## config.mk

```make
export PLATFORM = sky130hd
export DESIGN_NAME = io_output_seq
export DESIGN_NICKNAME = d
export VERILOG_FILES = /design/src/rtl/io_output_seq.sv
export SDC_FILE = /design/constraint.sdc
export NUM_CORES = 1
export LEC_CHECK = 0
export ABC_AREA = 1
export CAP_MARGIN = 25
export CORE_ASPECT_RATIO = 0.7
export CORE_MARGIN = 2
export CORE_UTILIZATION = 40
export DETAILED_ROUTE_END_ITERATION = 10
export PLACE_DENSITY = 0.63
export SLEW_MARGIN = 20
export SYNTH_ARGS = -nofsm -noshare
export SYNTH_HDL_FRONTEND = slang
export SYNTH_SLANG_ARGS = --single-unit
export TNS_END_PERCENT = 50
```

## constraint.sdc

```tcl
create_clock -name clk -period 2.3 [get_ports clk]
set_input_delay 0.23 -clock clk [delete_from_list [all_inputs] [get_ports clk]]
set_output_delay 0.23 -clock clk [all_outputs]
set_load 0.005 [all_outputs]
```

## src/rtl/io_output_seq.sv

```systemverilog
// ---------------------------------------------------------------------------
// io_output_seq
//
// Buffered output sequencer for the I/O unit. A number held in ac/au is
// serialised into one sign code, N digit codes and one end code. The codes
// go through a small FIFO and are sent to the printer/punch over a
// four-phase rdy/ack handshake. When the last code has left, the sequencer
// returns to idle and, unless stop_after_output is set, issues one start
// pulse to pu.
//
// Ports
//   clk, reset               clock, synchronous active-high reset
//   start_output             pulse: begin a number (idle only)
//   stop_output              pulse: abort the running sequence
//   mode_oct, mode_dec       level: mode, sampled on an accepted start
//   stop_after_output        level: suppress the start pulse at the end
//   output_sign_from_ac      sign bit, read when the sign code is pushed
//   output_data_from_au[3:0] digit, valid with ac_answer_from_ac
//   order_io_to_ac           one-cycle request for the next digit shift
//   ac_answer_from_ac        pulse: digit valid
//   shift_3_bit_to_ac        level: active && octal
//   shift_4_bit_to_ac        level: active && decimal
//   output_active            level: sequence in progress
//   output_rdy_to_dev        handshake request to the device
//   output_ack_from_dev      handshake acknowledge from the device
//   output_data_to_dev[4:0]  FIFO head code (0 when the FIFO is empty)
//   start_pulse_to_pu        one-cycle pulse when a sequence finishes
//   fifo_level               occupied FIFO entries
//   dbg_p_state, dbg_d_state current producer / device FSM states
//
// Device handshake (four-phase): rdy rises while data holds the FIFO head;
// the device raises ack once it has taken the code; rdy then drops while
// data stays stable; when ack falls the head is popped. rdy is therefore
// low for at least one cycle between two codes.
// ---------------------------------------------------------------------------
module io_output_seq #(
  parameter int unsigned OCT_DIGITS = 10,
  parameter int unsigned DEC_DIGITS = 7,
  parameter int unsigned FIFO_DEPTH = 4,
  parameter logic [4:0]  END_CODE   = 5'b00110,
  localparam int unsigned LW = $clog2(FIFO_DEPTH + 1),
  localparam int unsigned AW = $clog2(FIFO_DEPTH)
) (
  input  logic          clk,
  input  logic          reset,
  input  logic          start_output,
  input  logic          stop_output,
  input  logic          mode_oct,
  input  logic          mode_dec,
  input  logic          stop_after_output,
  input  logic          output_sign_from_ac,
  input  logic [3:0]    output_data_from_au,
  output logic          order_io_to_ac,
  input  logic          ac_answer_from_ac,
  output logic          shift_3_bit_to_ac,
  output logic          shift_4_bit_to_ac,
  output logic          output_active,
  output logic          output_rdy_to_dev,
  input  logic          output_ack_from_dev,
  output logic [4:0]    output_data_to_dev,
  output logic          start_pulse_to_pu,
  output logic [LW-1:0] fifo_level,
  output logic [2:0]    dbg_p_state,
  output logic [1:0]    dbg_d_state
);

  typedef enum logic [2:0] {
    P_IDLE  = 3'd0,
    P_SIGN  = 3'd1,
    P_REQ   = 3'd2,
    P_WAIT  = 3'd3,
    P_NUM   = 3'd4,
    P_END   = 3'd5,
    P_DRAIN = 3'd6
  } p_state_t;

  typedef enum logic [1:0] {
    D_IDLE = 2'd0,
    D_RDY  = 2'd1,
    D_ACK  = 2'd2
  } d_state_t;

  p_state_t r_p_state, w_p_next;
  d_state_t r_d_state, w_d_next;

  logic          r_mode_oct;
  logic          r_mode_dec;
  logic          r_active;
  logic          r_start_pulse;
  logic [3:0]    r_cnt;
  logic [3:0]    r_n;
  logic [3:0]    r_digit;
  logic          r_discard;
  logic [4:0]    r_mem [FIFO_DEPTH];
  logic [AW-1:0] r_wr_ptr;
  logic [AW-1:0] r_rd_ptr;
  logic [LW-1:0] r_level;

  logic       w_full;
  logic       w_empty;
  logic       w_abort;
  logic       w_accept;
  logic       w_push;
  logic [4:0] w_push_code;
  logic       w_pop;
  logic       w_order;
  logic       w_capture;
  logic       w_finish;

  assign w_full  = (r_level == LW'(FIFO_DEPTH));
  assign w_empty = (r_level == '0);
  assign w_abort = stop_output && (r_p_state != P_IDLE);
  // A simultaneous stop cancels the start even when idle.
  assign w_accept = (r_p_state == P_IDLE) && start_output && !stop_output &&
                    (mode_oct || mode_dec);

  // Producer: next state and per-cycle controls.
  always_comb begin
    w_p_next    = r_p_state;
    w_push      = 1'b0;
    w_push_code = 5'd0;
    w_order     = 1'b0;
    w_capture   = 1'b0;
    w_finish    = 1'b0;
    case (r_p_state)
      P_IDLE: if (w_accept) w_p_next = P_SIGN;
      P_SIGN: begin
        if (!w_full) begin
          w_push      = 1'b1;
          w_push_code = {4'b1111, output_sign_from_ac};
          w_p_next    = P_REQ;
        end
      end
      // No digit is fetched while the FIFO is full; the producer waits here.
      P_REQ: begin
        if (!w_full) begin
          w_order  = 1'b1;
          w_p_next = P_WAIT;
        end
      end
      P_WAIT: begin
        if (ac_answer_from_ac) begin
          w_capture = 1'b1;
          w_p_next  = P_NUM;
        end
      end
      P_NUM: begin
        if (!w_full) begin
          w_push      = 1'b1;
          w_push_code = r_mode_oct ? {2'b10, r_digit[3:1]} : {1'b1, r_digit};
          w_p_next    = ((r_cnt + 4'd1) == r_n) ? P_END : P_REQ;
        end
      end
      P_END: begin
        if (!w_full) begin
          w_push      = 1'b1;
          w_push_code = END_CODE;
          w_p_next    = P_DRAIN;
        end
      end
      P_DRAIN: begin
        if (w_empty && (r_d_state == D_IDLE)) begin
          w_finish = 1'b1;
          w_p_next = P_IDLE;
        end
      end
      default: w_p_next = P_IDLE;
    endcase
    if (w_abort) begin
      w_p_next  = P_IDLE;
      w_push    = 1'b0;
      w_order   = 1'b0;
      w_capture = 1'b0;
      w_finish  = 1'b0;
    end
  end

  // Device side: next state and pop.
  always_comb begin
    w_d_next = r_d_state;
    w_pop    = 1'b0;
    case (r_d_state)
      D_IDLE: if (!w_empty) w_d_next = D_RDY;
      D_RDY:  if (output_ack_from_dev) w_d_next = D_ACK;
      D_ACK: begin
        if (!output_ack_from_dev) begin
          w_d_next = D_IDLE;
          w_pop    = !r_discard;
        end
      end
      default: w_d_next = D_IDLE;
    endcase
    // An abort flushes the FIFO; a transfer already acknowledged still
    // completes its handshake, but nothing is popped.
    if (w_abort) begin
      w_pop = 1'b0;
      if (r_d_state != D_ACK) w_d_next = D_IDLE;
    end
  end

  always_ff @(posedge clk) begin
    if (reset) begin
      r_p_state <= P_IDLE;
      r_d_state <= D_IDLE;
    end else begin
      r_p_state <= w_p_next;
      r_d_state <= w_d_next;
    end
  end

  // Sequence control registers.
  always_ff @(posedge clk) begin
    if (reset) begin
      r_mode_oct    <= 1'b0;
      r_mode_dec    <= 1'b0;
      r_active      <= 1'b0;
      r_start_pulse <= 1'b0;
      r_cnt         <= 4'd0;
      r_n           <= 4'd0;
      r_digit       <= 4'd0;
      r_discard     <= 1'b0;
    end else begin
      r_start_pulse <= w_finish && !stop_after_output;
      if (w_abort || w_finish) begin
        r_active <= 1'b0;
      end else if (w_accept) begin
        r_active   <= 1'b1;
        // Octal has priority when both modes are requested.
        r_mode_oct <= mode_oct;
        r_mode_dec <= !mode_oct;
        r_n        <= mode_oct ? 4'(OCT_DIGITS) : 4'(DEC_DIGITS);
        r_cnt      <= 4'd0;
      end
      if (w_push && (r_p_state == P_NUM)) r_cnt <= r_cnt + 4'd1;
      if (w_capture) r_digit <= output_data_from_au;
      if (w_abort && (r_d_state == D_ACK) && (w_d_next == D_ACK)) begin
        r_discard <= 1'b1;
      end else if (w_d_next != D_ACK) begin
        r_discard <= 1'b0;
      end
    end
  end

  // Code FIFO. Depth is a power of two, so the pointers wrap naturally.
  always_ff @(posedge clk) begin
    if (reset || w_abort) begin
      r_wr_ptr <= '0;
      r_rd_ptr <= '0;
      r_level  <= '0;
    end else begin
      if (w_push) begin
        r_mem[r_wr_ptr] <= w_push_code;
        r_wr_ptr        <= r_wr_ptr + 1'b1;
      end
      if (w_pop) r_rd_ptr <= r_rd_ptr + 1'b1;
      case ({w_push, w_pop})
        2'b10:   r_level <= r_level + 1'b1;
        2'b01:   r_level <= r_level - 1'b1;
        default: r_level <= r_level;
      endcase
    end
  end

  assign order_io_to_ac     = w_order;
  assign shift_3_bit_to_ac  = r_active && r_mode_oct;
  assign shift_4_bit_to_ac  = r_active && r_mode_dec;
  assign output_active      = r_active;
  assign output_rdy_to_dev  = (r_d_state == D_RDY);
  assign output_data_to_dev = w_empty ? 5'd0 : r_mem[r_rd_ptr];
  assign start_pulse_to_pu  = r_start_pulse;
  assign fifo_level         = r_level;
  assign dbg_p_state        = r_p_state;
  assign dbg_d_state        = r_d_state;

endmodule

```

==> metrics, run 1 <==
clock tree sinks 48; DR vias/cell approximately 4.8; number of hold buffers added after CTS 0; net count of the finished layout roughly 360; result of the run finished clean; placed cells 410; clock tree from TritonCTS built; clock transition at the registers of the reported paths 0.09 ns; highest attainable clock frequency 478.3 MHz; shortest clock period the worst path allows after layout around 2.1 ns; CP Data Arrival Time approximately 1.9 ns; Boundary Pins 33; clock root buffer sky130_fd_sc_hd__clkbuf_8; cells after synthesis a little under 300; Finished Layout Cells ~420; Final Max Slew Viols 0; share of power burned in registers between 40 and 50%; # setup viols final 0; netlist area before placement approximately 2400 sq um; effective utilization at floorplan 41.78%; wire length of the first global-routing pass about 9 mm; count of routing violations after the opening detailed-route iteration approximately 130; filler cell count in the final layout around 590; part of the total power dissipated in combinational logic between 20% and 30%; HP Class reg2reg; number of endpoints with negative hold slack in the final report 0; setup repair after global routing missed its margin no; Slew Limit Headroom between 60% and 70%; area used by sequential logic in the layout between 1000 and 1500 sq um; number of antenna violations at the first check in global routing 0; number of levels in the clock H-tree 2; sequence of cells on the critical path inv_1 > o21ai_0 > a21oi_1 > clkdlybuf4s50_1; setup bufs post-CTS 0; FF+latch count, synth 48; Setup Crit Path Kind reg2out; area inside the core boundary 5756 sq um; mean cell area of the mapped netlist between 8 and 9 sq um; final antenna diode count 0; WL final between 5 and 6 mm; final design utilization between 50 and 60%; Row Count 23; static leakage between 1 and 1.5 nW; total vias in the final route about 2000; data required time at the worst endpoint slightly above 2 ns; overall routing resource usage between 10% and 20%; total number of yosys warnings 0; net count after synthesis 316; Worst Tran Pin Value 0.4989 ns; die span in y just under 70 um; post-route total power between 2 and 2.5 mW; Die ar. 6658 sq um; largest buffer count on any clock path 2; final weighted congestion in routability-driven placement between 0.8 and 0.9; Routed Antenna Nets 0; Skew-Pair Late Insertion Delay ~0.29 ns; Port-buffer cells 32; Distinct cells, synth 29; Multi-input gate area 1057 sq um; least setup slack across all paths after layout 0.2093 ns; power per standard cell area a little under 800 nW/um^2; global route overflow 0; Layout area overhead 24.92%; share of post-route cells with drive strength above 1 about 15%; Clock Power Share 26.4%; worst setup slack after placement around 0.15 ns; final worst path period share about nine tenths; DP Wirelength between 4 and 5 mm; routed len/inst about 13 um; nature of the critical path endpoint output pin; max_cap viols 0; delay of the slowest cell on the worst path about 0.54 ns; switching power share of the total about 32%; cell-internal power around 1.6 mW; DR pass1 iterations 4; Worst path slowest cell sky130_fd_sc_hd__dfxtp_1; total negative slack for setup checks 0 ns; pin count of the biggest net entering global routing 17; die boundary width just under 100 um; largest driver fanout on the critical path 11; DRC violation count after routing 0; NetSw approximately 760 uW; number of global-route vias before repair approximately 1900; portion of the post-synthesis area used by sequential elements 48.28%; type of element launching the critical path register; total CTS buffers 5; count of cells resized by post-cts repair 0; Post-Route Skew 0.004504 ns; maximum VDD drop approximately 420 uV
==> power by group through the flow <==
stage	registers, mW	logic [mW]	clock network (mW)
5_1_grt	1.05	0.780	0.665
3_5_place_dp	1.06	0.689	0
3_3_place_gp	1.05	0.681	0
6_report	1.04	0.691	0.622
4_1_cts	1.04	0.694	0.640
2_1_floorplan	1.06	0.411	0
==> worst max-delay path: cells and delay by family (launching register included) <==
family          cells  cell delay, ns
buf+inv             2            0.71
flops               1            0.54
compound gates      2            0.32
==> cell usage in the layout (no fill, tap or decap), types with 2 or more instances in the layout <==
master,synthesis,final
sky130_fd_sc_hd__a21oi_1,21,21
sky130_fd_sc_hd__a21oi_2,3,3
sky130_fd_sc_hd__buf_4,0,10
sky130_fd_sc_hd__clkbuf_8,0,5
sky130_fd_sc_hd__clkdlybuf4s50_1,0,32
sky130_fd_sc_hd__dfxtp_1,28,26
sky130_fd_sc_hd__dfxtp_2,0,2
sky130_fd_sc_hd__edfxtp_1,20,20
sky130_fd_sc_hd__ha_1,6,6
sky130_fd_sc_hd__inv_1,37,37
sky130_fd_sc_hd__inv_2,9,9
sky130_fd_sc_hd__nand2_1,46,46
sky130_fd_sc_hd__nand2_2,8,8
sky130_fd_sc_hd__nand3_1,14,14
sky130_fd_sc_hd__nand4_1,4,4
sky130_fd_sc_hd__nor2_1,50,50
sky130_fd_sc_hd__nor2_4,4,4
sky130_fd_sc_hd__nor3_1,4,4
sky130_fd_sc_hd__nor3_2,2,2
sky130_fd_sc_hd__nor3_4,2,2
sky130_fd_sc_hd__o21ai_0,19,17
sky130_fd_sc_hd__o21ai_1,5,7
sky130_fd_sc_hd__xor2_1,2,2
==> area by class of cell <==
| type | count | area share, % |
|---|---|---|
| flip-flops and latches | 48 | 38.73 |
| multi-input cells | 198 | 35.19 |
| repair buffers | 42 | 13.16 |
| inverters | 47 | 5.956 |
| well taps | 75 | 3.124 |
| clock buffers | 5 | 2.291 |
| clock inverters | 3 | 1.541 |
==> synthesized netlist by cell type <==
library cell | count | area [sq um]
sky130_fd_sc_hd__ha_1 | 6 | 75.07
sky130_fd_sc_hd__nor3_4 | 2 | 32.53
sky130_fd_sc_hd__nand4_4 | 1 | 21.27
sky130_fd_sc_hd__mux2i_1 | 1 | 10.01
sky130_fd_sc_hd__dfxtp_1 | 28 | 560.5
sky130_fd_sc_hd__xnor2_1 | 1 | 8.760
sky130_fd_sc_hd__a211oi_1 | 1 | 7.510
sky130_fd_sc_hd__nor2_1 | 50 | 187.7
sky130_fd_sc_hd__nor3_2 | 2 | 20.02
sky130_fd_sc_hd__o21ai_1 | 5 | 25.02
sky130_fd_sc_hd__a21oi_1 | 21 | 105.1
sky130_fd_sc_hd__inv_1 | 37 | 138.9
sky130_fd_sc_hd__fa_1 | 1 | 20.02
sky130_fd_sc_hd__o21ai_0 | 19 | 95.09
sky130_fd_sc_hd__nor3_1 | 4 | 20.02
sky130_fd_sc_hd__nand3_2 | 1 | 10.01
sky130_fd_sc_hd__nand3_1 | 14 | 70.07
sky130_fd_sc_hd__xor2_1 | 2 | 17.52
sky130_fd_sc_hd__nand2_1 | 46 | 172.7
sky130_fd_sc_hd__nor2_2 | 1 | 6.260
sky130_fd_sc_hd__inv_2 | 9 | 33.78
sky130_fd_sc_hd__a21oi_2 | 3 | 26.28
sky130_fd_sc_hd__nand2_2 | 8 | 50.05
sky130_fd_sc_hd__nand4_1 | 4 | 25.02
sky130_fd_sc_hd__nor2_4 | 4 | 45.04
sky130_fd_sc_hd__inv_4 | 1 | 6.260
sky130_fd_sc_hd__o22ai_1 | 1 | 6.260
sky130_fd_sc_hd__edfxtp_1 | 20 | 600.6
sky130_fd_sc_hd__clkbuf_1 | 2 | 7.510
==> stage by stage <==
step | hold slack, ns | cell area, sq um
2_1_floorplan | 0.3093 | 2405
3_3_place_gp | 0.4538 | 2887
3_5_place_dp | 0.4594 | 2887
4_1_cts | 0.4574 | 3002
5_1_grt | 0.4799 | 3004
6_report | 0.4667 | 3004
==> worst paths after layout <==
| kind | start | endpoint | slack (ns) | depth (start not counted) |
|---|---|---|---|---|
| worst max-delay path | register | output_data_to_dev[3] | 0.21 | 4 |
| worst min-delay path | r_discard | r_discard | 0.47 | 2 |
| worst min register to register | r_discard | r_discard | 0.47 | 2 |
| worst max register to register | dbg_p_state[0] | fifo_level[1] | 0.24 | 11 |
==> flip-flops by register name (all words and copies together) (netlist names), named ones only <==
register and count:
dbg_d_state 2, dbg_p_state 3, fifo_level 3, output_active 1, r_cnt 4, r_digit 4
r_discard 1, r_mem 20, r_mode_oct 1, r_n 2, r_rd_ptr 2, r_wr_ptr 2
start_pulse_to_pu 1
==> per-layer routing <==
layer,vias up,part of all wire [%],wire length (um),track usage (%)
met5,-,0,0,0
li1,1055,-,-,-
met3,5,4.0,219,3.730
met2,36,45,2408,28.82
met1,925,51,2764,24.29
met4,0,0.35,19,2.113
==> cells by family after synthesis <==
family          Yosys count  share of synthesized area [%]
compound gates           50                          11.03
xor+xnor                  3                          1.093
fa+ha+maj                 7                          3.954
buf+inv                  49                          7.752
flops                    48                          48.28
mux                       1                         0.4162
simple gates            137                          27.47
Power figures use the tool's default switching activity.
==> run 2: changes to the inputs <==
--- a/config.mk
+++ b/config.mk
@@ -9,5 +9,4 @@
 export CAP_MARGIN = 25
 export CORE_ASPECT_RATIO = 0.7
-export CORE_MARGIN = 2
 export CORE_UTILIZATION = 40
 export DETAILED_ROUTE_END_ITERATION = 10
==> constraint.sdc (replaced) <==
create_clock -name clk -period 2.3 [get_ports clk]
set_input_delay 0.23 -clock clk [delete_from_list [all_inputs] [get_ports clk]]
set_output_delay 0.23 -clock clk [all_outputs]
set_load 0.05 [all_outputs]
==> metrics, run 2 (synthesis gave the netlist of run 1 again) <==
result of the run finished clean; type of element launching the critical path register; Post-Route Skew 0.01721 ns (+0.01271 ns); max_cap viols 0 (unchanged); power per standard cell area 866.8 nW/um^2 (+11%); data required time at the worst endpoint 2.48 ns (+0.41 ns); filler cell count in the final layout 552 (-5.8%); leading registers by flop count r_mem: 20 flops, r_cnt: 4 flops, r_digit: 4 flops; Slew Limit Headroom 64.90% (-1.7 points); most common cell after layout, fill and taps aside sky130_fd_sc_hd__nor2_1; die boundary width 94.68 um (-2.1%); area used by sequential logic in the layout 1164 sq um (unchanged); delay of the slowest cell on the worst path 0.37 ns (-0.17 ns); Worst Tran Pin Value 0.5246 ns (+0.02570 ns); number of antenna violations at the first check in global routing 0 (unchanged); Final Max Slew Viols 0 (unchanged); highest attainable clock frequency 490.8 MHz (+2.6%); count of routing violations after the opening detailed-route iteration 77 (-38%); Setup Crit Path Kind reg2reg; # setup viols final 0 (unchanged); worst setup slack after placement 0.1548 ns (+0.007964 ns); Routed Antenna Nets 0 (unchanged); clock tree sinks 48 (unchanged); Skew-Pair Late Insertion Delay 0.31 ns (+0.02 ns); maximum VDD drop 497.3 uV (+18%); WL final 5.163 mm (-4.6%); number of levels in the clock H-tree 2 (unchanged); CP Data Arrival Time 2.22 ns (+0.36 ns); post-route total power 2.591 mW (+10%); routed len/inst 12.44 um (-3.9%); Port-buffer cells 32 (unchanged); sequence of cells on the critical path inv_2 > nand2_2 > nand2_1 > nor2_1 > nand2_1 > ha_1 > inv_1 > fa_1 > a21oi_1 > o21ai_0 > o21ai_0 > a21oi_1; Die ar. 6331 sq um (-4.9%); total CTS buffers 5 (unchanged); final worst path period share 88.58% (-2.3 points); number of flip-flops under the largest register name 20 (unchanged); Multi-input gate area 1057 sq um (unchanged); area inside the core boundary 5756 sq um (unchanged); effective utilization at floorplan 41.78% (unchanged); CP top delay family adder cells; most frequent cells in the layout sky130_fd_sc_hd__nor2_1 (50), sky130_fd_sc_hd__nand2_1 (46), sky130_fd_sc_hd__inv_1 (37); Row Count 23 (unchanged); static leakage 1.196 nW (+0.83%); Layout area overhead 24.30%; clock transition at the registers of the reported paths 0.10 ns (about the same); number of hold buffers added after CTS 0 (unchanged); DP Wirelength 3.822 mm (-8.4%); largest driver fanout on the critical path 6 (-5); number of endpoints with negative hold slack in the final report 0 (unchanged); worst path bufs/invs 2 (unchanged); nature of the critical path endpoint register; die span in y 66.87 um (-2.9%); share of post-route cells with drive strength above 1 16.18% (+1.0 points); largest reg by FF count r_mem; clock root buffer sky130_fd_sc_hd__clkbuf_8; overall routing resource usage 18.43% (+1.1 points); total vias in the final route 1944 (-3.8%); HP Class in2reg; clock tree from TritonCTS built; global route overflow 0 (unchanged); least setup slack across all paths after layout 0.2627 ns (+0.05341 ns); final design utilization 51.93% (-0.26 points); final antenna diode count 0 (unchanged); hold_ws 0.4532 ns (-0.01349 ns); shortest clock period the worst path allows after layout 2.037 ns (-0.05342 ns); pin count of the biggest net entering global routing 17 (unchanged); DR pass1 iterations 5 (+1); largest buffer count on any clock path 2 (unchanged); DRC violation count after routing 0 (unchanged); Worst path slowest cell sky130_fd_sc_hd__dfxtp_2; number of global-route vias before repair 1794 (-5.2%); total negative slack for setup checks 0 ns (unchanged); net count of the finished layout 360 (-0.83%); final weighted congestion in routability-driven placement 0.8094 (-1.7%); wire length of the first global-routing pass 8.714 mm (-3.4%); setup repair after global routing missed its margin no; DR vias/cell 4.684 (-3.1%); Boundary Pins 33 (unchanged)
run 2: cell types whose count changed in the layout (fill, tap and decap cells not counted):
cell	change
sky130_fd_sc_hd__o21ai_1	-2
sky130_fd_sc_hd__o21ai_0	+2
sky130_fd_sc_hd__clkdlybuf4s50_1	-6
sky130_fd_sc_hd__bufinv_16	+1
sky130_fd_sc_hd__buf_4	+3
sky130_fd_sc_hd__clkinvlp_4	-1
run 2: worst paths after layout:
check                         start           endpoint  slack (ns)  depth (start not counted)
hold reg to reg           r_discard          r_discard        0.47                          2
hold / removal    stop_after_output  start_pulse_to_pu        0.45                          2
setup reg to reg     dbg_p_state[0]      fifo_level[2]        0.26                         12
setup / recovery     dbg_p_state[0]      fifo_level[2]        0.26                         12
run 2: where the power goes:
part / total, mW / switching (mW) / internal (mW)
clock network: 0.736 / 0.298 / 0.438
registers: 1.05 / 0.0638 / 0.983
logic: 0.808 / 0.539 / 0.270
total: 2.59 / 0.901 / 1.69
run 2: area by class of cell:
cell class / instances / share of cell area [%]
clock inverters: 3 / 2.302
inverters: 47 / 5.986
clock buffers: 5 / 2.302
well taps: 75 / 3.139
flip-flops and latches: 48 / 38.93
multi-input cells: 198 / 35.37
repair buffers: 39 / 11.97
run 2: layer usage:
metal	track usage (%)	routed length [um]
met3	3.767	317
met2	27.25	2147
met5	0	0
met4	5.114	59
met1	26.99	2639
run 2: through the flow:
| step | instances | instance area, sq um |
|---|---|---|
| 6_report | 415 | 2989 |
| 5_1_grt | 415 | 2989 |
| 4_1_cts | 415 | 2988 |
| 3_5_place_dp | 407 | 2850 |
| 3_3_place_gp | 407 | 2850 |
| 2_1_floorplan | 295 | 2406 |
run 2: repair_timing:
| action | in CTS | in global routing |
|---|---|---|
| endpoints found under the setup margin | 0 | 1 |
| buffers inserted | 0 | 0 |
| resized for setup | 0 | 1 |
